**src/rtl/dc_rrip_pkg.sv**
```systemverilog
// rtl/dc_rrip_pkg.sv - shared types and constants for the SRRIP victim stage
//
// Purpose: geometry, RRPV constants and FSM state type used by dc_rrip_victim
//          and dc_rrip_pick.
// Ports:   none (package).
package dc_rrip_pkg;

  localparam int WAYS      = 4;
  localparam int SETS      = 32;
  localparam int TAG_BITS  = 18;
  localparam int RRPV_BITS = 2;

  // The way field is wider than log2(WAYS) so out-of-range ways can be carried.
  localparam int WAY_W     = 3;
  localparam int WAY_IDX_W = $clog2(WAYS);
  localparam int SET_W     = $clog2(SETS);

  localparam logic [RRPV_BITS-1:0] RMAX = {RRPV_BITS{1'b1}};
  localparam logic [RRPV_BITS-1:0] RINS = RRPV_BITS'(2**RRPV_BITS - 2);
  localparam logic [WAY_W-1:0]     WAYS_LIM = WAY_W'(WAYS);

  typedef enum logic [1:0] {
    ST_IDLE,
    ST_SEARCH,
    ST_ACK
  } state_t;

  // All RRPVs of one set, way 0 in the low bits.
  typedef logic [WAYS-1:0][RRPV_BITS-1:0] set_rrpv_t;

  function automatic logic way_legal(input logic [WAY_W-1:0] way);
    return way < WAYS_LIM;
  endfunction

endpackage

```
**src/rtl/dc_rrip_pick.sv**
```systemverilog
// rtl/dc_rrip_pick.sv - combinational lowest-index RMAX way finder
//
// Purpose: scan the RRPVs of one set and report the lowest-index way whose
//          RRPV equals RMAX.
// Ports:   rrpv  in  RRPVs of the set being searched
//          found out some way is at RMAX
//          way   out lowest-index way at RMAX (0 when !found)
module dc_rrip_pick
  import dc_rrip_pkg::*;
(
  input  set_rrpv_t        rrpv,
  output logic             found,
  output logic [WAY_W-1:0] way
);

  // Scan from the top down so the lowest matching index is the last writer.
  always_comb begin
    found = 1'b0;
    way   = '0;
    for (int i = WAYS - 1; i >= 0; i--) begin
      if (rrpv[i] == RMAX) begin
        found = 1'b1;
        way   = WAY_W'(i);
      end
    end
  end

endmodule

```
**src/rtl/dc_rrip_victim.sv**
```systemverilog
// rtl/dc_rrip_victim.sv - SRRIP replacement stage after the data-cache tag check
//
// Purpose: keeps per-set 2-bit RRPVs, promotes hit ways, selects and inserts
//          victims on misses, and returns one ack per request.
// Ports:   clk, reset                       clock, synchronous active-high reset
//          req_valid/req_retry              request handshake (transfer on valid && !retry)
//          req_hit, req_way, req_set, req_tag  tag-check result
//          inv_valid, inv_set, inv_way      single-line RRPV invalidate, always accepted
//          ack_valid/ack_retry              result handshake, held while retried
//          ack_way, ack_set, ack_tag, ack_miss  result fields
module dc_rrip_victim
  import dc_rrip_pkg::*;
(
  input  logic                clk,
  input  logic                reset,
  input  logic                req_valid,
  output logic                req_retry,
  input  logic                req_hit,
  input  logic [WAY_W-1:0]    req_way,
  input  logic [SET_W-1:0]    req_set,
  input  logic [TAG_BITS-1:0] req_tag,
  input  logic                inv_valid,
  input  logic [SET_W-1:0]    inv_set,
  input  logic [WAY_W-1:0]    inv_way,
  output logic                ack_valid,
  input  logic                ack_retry,
  output logic [WAY_W-1:0]    ack_way,
  output logic [SET_W-1:0]    ack_set,
  output logic [TAG_BITS-1:0] ack_tag,
  output logic                ack_miss
);

  state_t    state;
  set_rrpv_t rrpv [SETS];

  set_rrpv_t        cur_set;
  logic             pick_found;
  logic [WAY_W-1:0] pick_way;

  // ack_set doubles as the captured set index while searching.
  assign cur_set   = rrpv[ack_set];
  assign req_retry = (state != ST_IDLE);

  dc_rrip_pick u_pick (
    .rrpv  (cur_set),
    .found (pick_found),
    .way   (pick_way)
  );

  always_ff @(posedge clk) begin
    if (reset) begin
      state     <= ST_IDLE;
      ack_valid <= 1'b0;
      ack_way   <= '0;
      ack_set   <= '0;
      ack_tag   <= '0;
      ack_miss  <= 1'b0;
      for (int s = 0; s < SETS; s++) begin
        rrpv[s] <= {WAYS{RMAX}};
      end
    end else begin
      case (state)
        ST_IDLE: begin
          if (req_valid) begin
            ack_set  <= req_set;
            ack_tag  <= req_tag;
            ack_miss <= !req_hit;
            if (req_hit) begin
              ack_way   <= req_way;
              ack_valid <= 1'b1;
              state     <= ST_ACK;
              if (way_legal(req_way)) begin
                rrpv[req_set][req_way[WAY_IDX_W-1:0]] <= '0;
              end
            end else begin
              state <= ST_SEARCH;
            end
          end
        end

        ST_SEARCH: begin
          if (pick_found) begin
            rrpv[ack_set][pick_way[WAY_IDX_W-1:0]] <= RINS;
            ack_way   <= pick_way;
            ack_valid <= 1'b1;
            state     <= ST_ACK;
          end else begin
            // Nothing at RMAX, so no entry can overflow here.
            for (int w = 0; w < WAYS; w++) begin
              rrpv[ack_set][w] <= rrpv[ack_set][w] + RRPV_BITS'(1);
            end
          end
        end

        ST_ACK: begin
          if (!ack_retry) begin
            ack_valid <= 1'b0;
            state     <= ST_IDLE;
          end
        end

        default: state <= ST_IDLE;
      endcase

      // Placed last so it overrides promote, insert and aging on the same entry.
      if (inv_valid && way_legal(inv_way)) begin
        rrpv[inv_set][inv_way[WAY_IDX_W-1:0]] <= RMAX;
      end
    end
  end

endmodule

```
**config.mk**
```make
export PLATFORM = sky130hd
export DESIGN_NAME = dc_rrip_victim
export DESIGN_NICKNAME = d
export VERILOG_FILES = /design/src/rtl/dc_rrip_pkg.sv /design/src/rtl/dc_rrip_pick.sv /design/src/rtl/dc_rrip_victim.sv
export SDC_FILE = /design/constraint.sdc
export NUM_CORES = 1
export LEC_CHECK = 0
export BUFFER_PORTS_ARGS = -buffer_cell sky130_fd_sc_hd__buf_2
export CELL_PAD_IN_SITES_DETAIL_PLACEMENT = 0
export CELL_PAD_IN_SITES_GLOBAL_PLACEMENT = 1
export CORE_UTILIZATION = 30
export CTS_BUF_LIST = sky130_fd_sc_hd__clkbuf_8
export CTS_CLUSTER_SIZE = 8
export DETAILED_ROUTE_END_ITERATION = 8
export GPL_ROUTABILITY_DRIVEN = 0
export PLACE_DENSITY = 0.52
export RECOVER_POWER = 100
export SLEW_MARGIN = 10
export SYNTH_ARGS = -nofsm -noshare
export SYNTH_HDL_FRONTEND = slang
export SYNTH_SLANG_ARGS = --single-unit
```
**constraint.sdc**
```tcl
create_clock -name clk -period 9.2 [get_ports clk]
set_input_delay 1.38 -clock clk [delete_from_list [all_inputs] [get_ports clk]]
set_output_delay 1.38 -clock clk [all_outputs]
set_load 0.01 [all_outputs]
```
==> impl_metrics.csv <==
group,metric,value,unit
logic_synthesis,synth_top_area_share,35.7,%
logic_synthesis,ys_top_cells_by_area,"dfxtp_1 (36%), a211oi_1 (6.0%), o211ai_1 (5.9%)",
setup_path,worst-path-buf-inv,3,
logic_synthesis,ys_seq_elements,291,
detailed_routing,drc,0,
floorplan,chipHeight,235,um
sta,rsz0062_at_grt,"false",
sta,setup_ws,1.74,ns
cts,cts_root_buffer,"clkbuf_8",
cts,cts_max_level,2,
sta,timing.final.crit_share,81.1,%
setup_path,cpPeakStageDelay,1.52,ns
setup_path,start_kind,"flop",
global_route,first_global_vias,15298,
min_path,whs_path_depth,2,
logic_synthesis,syn-cell-area,16300,um^2
setup_path,worstPathRequired,9.79,ns
setup_path,cp-end-kind,"flop",
pwr,power_leakage,4.73,nW
cts,cts_num_sinks,291,
run,drv_cap,4,
global_route,use_met3,4.85,%
global_route,met1_usage,35.6,%
logic_synthesis,seq_area_frac_synth,35.7,%
floorplan,num_rows,85,
logic_synthesis,yosysMostFrequentCell,"dfxtp_1",
sta,skew,0.0177,ns
global_route,grt-busiest-layer,"met2",
cts,cts_buffers,55,
global_route,track_usage,26.3,%
cts,clk_pin_slew,0.06,ns
sta,hold_viol,0,
logic_synthesis,async_flop_share,0,%
final_layout,syn_to_final_growth,10.4,%
pwr,vdd_ir_drop_max,0.0000857,V
setup_path,critPathSlowestCell,"clkbuf_1",
cts,cts_tree,"done",
sta,drv_slew,144,
pwr,pwr_density_cell,159,nW/um^2
setup_path,crit_arrival,8.05,ns
setup_path,r2r_cells,13,
setup_path,path_max_fanout,45,
sta,fin_tns_setup,0,ns
floorplan,die_x,235,um
sta,tightest_slew,2.56,ns
pwr,p_switching,850,uW
sta,setup_violations,0,
detailed_routing,finalWirelength,74200,um
pwr,p_clk_share,44.8,%
min_path,min_path_type,"flop to flop",
global_route,grt_overflow,0,
status,violations,"capacitance limit, slew limit",
cts,cts.repair.resized,0,
detailed_routing,first_pass_iters,5,
logic_synthesis,synthTopCellsByCount,"dfxtp_1 (291), nand2_1 (183), clkbuf_1 (133), a211oi_1 (131)",
logic_synthesis,synth_ff_type,"dfxtp_1",
floorplan,start_util,30.3,%
global_route,grt_max_degree,87,
setup_path,path_cells,"buf_4 > clkbuf_1 > mux2i_1 > a22oi_1 > a21oi_1 > nor4_1 > ha_1 > or4_1 > nor2_1 > nor2_1 > clkbuf_1 > nor3_1 > o21ai_0",
cts,cts_hold_buf,0,
pwr,internal_power,2.01,mW
pwr,switching_share,29.7,%
detailed_routing,viasPerCell,6.23,
logic_synthesis,synth_top_area_cell,"dfxtp_1",
setup_path,crit_type,"flop to flop",
pwr,p_seq_share,45.3,%
logic_synthesis,ys_types,49,
pwr,power_frac_comb,9.9,%
logic_synthesis,synth_edf_count,0,
global_route,met2_usage,41.8,%
logic_synthesis,syn_nets,1858,
sta,max_slew_margin,-71.0,%
place,post-place-ws,3.29,ns
logic_synthesis,netlist_instances,1814,
final_layout,stdcell_area,18000,um^2
min_path,worstHoldStart,"ack_tag[4]$_SDFFE_PP0P_",
status,status,"finished with violations",
detailed_routing,wl_per_cell,29.4,um
detailed_routing,antenna_left,0,
logic_synthesis,yosysWarnings,0,
sta,min_period,7.46,ns
global_route,grt_pass1_wl,109000,um
final_layout,utilization,33.5,%
setup_path,reg2reg_slack,1.74,ns
detailed_routing,vias,15723,
floorplan,io_pins,69,
min_path,hold_path_end,"ack_tag[4]$_SDFFE_PP0P_",
sta,max_freq,134,MHz
floorplan,core_area,53800,um^2
global_route,antenna_found_initial,1,
place,dp_hpwl,44500,um
final_layout,multiInputGateArea,9680,um^2
cts,cts.path.max_buffers,3,
final_layout,layout.nets,1827,
final_layout,ff_latch_area,5830,um^2
place,dpl_cell_area,17000,um^2
final_layout,drive_above_1_share,15.6,%
detailed_routing,drt_iter0_drc,1455,
place,io_buffers,68,
floorplan,die-area,55300,um^2
setup_path,cp_top_family,"buffers and inverters",
final_layout,nFillCells,5626,
logic_synthesis,synth_area_per_cell,9.00,um^2
final_layout,finalNonFillerCells,2523,
cts,postCtsSetupBuffers,0,
cts,clock_latency,0.67,ns
place,dp_cells,2422,
setup_path,worst_r2r_endpoint,"rrpv[23][3]$_DFF_P_",
state kept, by name (all words and copies together) (netlist names), named ones only:
register   cells
ack_tag       18
ack_valid      1
rrpv         256
ack_miss       1
state          2
ack_way        3
ack_set        5
metal layers:
layer  up-vias  part of all wire, %
met5         -                    0
met4         0                  3.6
met3       152                  6.3
met2       653                   45
met1      7905                   45
li1       7013                    -
power by group through the flow:
stage	Combinational (mW)	Clock (mW)	Sequential [mW]
2_1_floorplan	0.195	0	1.31
3_3_place_gp	0.285	0	1.32
3_5_place_dp	0.285	0	1.32
4_1_cts	0.286	1.31	1.30
5_1_grt	0.295	1.37	1.30
6_report	0.284	1.28	1.30
worst min-delay path, cell delays in order, from the launching register on:
cell     delay, ns
dfxtp_1       0.31
nand2_1       0.05
a21oi_1       0.05
per-stage QoR:
stage | power [mW] | hold slack, ns
final | 2.86 | 0.452
after CTS | 2.89 | 0.452
after global placement | 1.61 | 0.440
after detailed placement | 1.61 | 0.445
after global routing | 2.97 | 0.474
after floorplan | 1.51 | 0.471
logic make-up after synthesis:
logic type | count (synthesis) | synth area share, %
compound gates | 603 | 24.2
simple gates | 598 | 22.7
flops | 291 | 35.7
buf+inv | 194 | 5.58
mux | 124 | 11.5
fa+ha+maj | 4 | 0.307
area by class of cell:
type	count	area share (%)
multi-input combinational	1329	53.7
clock buffer	70	5.35
clock inverter	29	0.618
antenna	2	0.0278
inverter	4	0.0833
tap	696	4.83
timing repair buffer	102	3.05
sequential	291	32.4
cell usage in the layout (no fill, tap or decap), drive strengths merged:
cell / Yosys / routed
or3: 2 / 2
mux2i: 72 / 72
nand4: 32 / 32
mux2: 12 / 12
nand2b: 10 / 10
o211ai: 128 / 128
nor3b: 4 / 4
a31oi: 1 / 1
o21ai: 129 / 129
a21oi: 44 / 44
clkbuf: 133 / 105
nand3b: 4 / 4
or3b: 3 / 3
nor3: 130 / 130
diode: 0 / 2
nor4: 37 / 37
nand2: 183 / 183
dfxtp: 291 / 291
a21o: 1 / 1
nor2b: 3 / 3
buf: 57 / 67
and4: 1 / 1
clkinv: 0 / 2
nor2: 55 / 55
a211oi: 131 / 131
a22oi: 32 / 32
or2: 2 / 2
or4: 1 / 1
o31ai: 1 / 1
mux4: 40 / 40
o22a: 4 / 4
and2: 1 / 1
nand3: 130 / 130
inv: 4 / 31
o31a: 1 / 1
ha: 4 / 4
o22ai: 131 / 131
worst max-delay path by stage:
stage	end	slack, ns	cells past startpoint
2_1_floorplan	rrpv[1][0]$_DFF_P_	4.83	14
3_3_place_gp	rrpv[29][4]$_DFF_P_	3.32	10
3_5_place_dp	rrpv[28][2]$_DFF_P_	3.29	10
4_1_cts	rrpv[28][2]$_DFF_P_	3.27	10
5_1_grt	rrpv[9][3]$_DFF_P_	1.55	13
6_report	rrpv[23][3]$_DFF_P_	1.74	13
(Power assumes the default switching activity.)
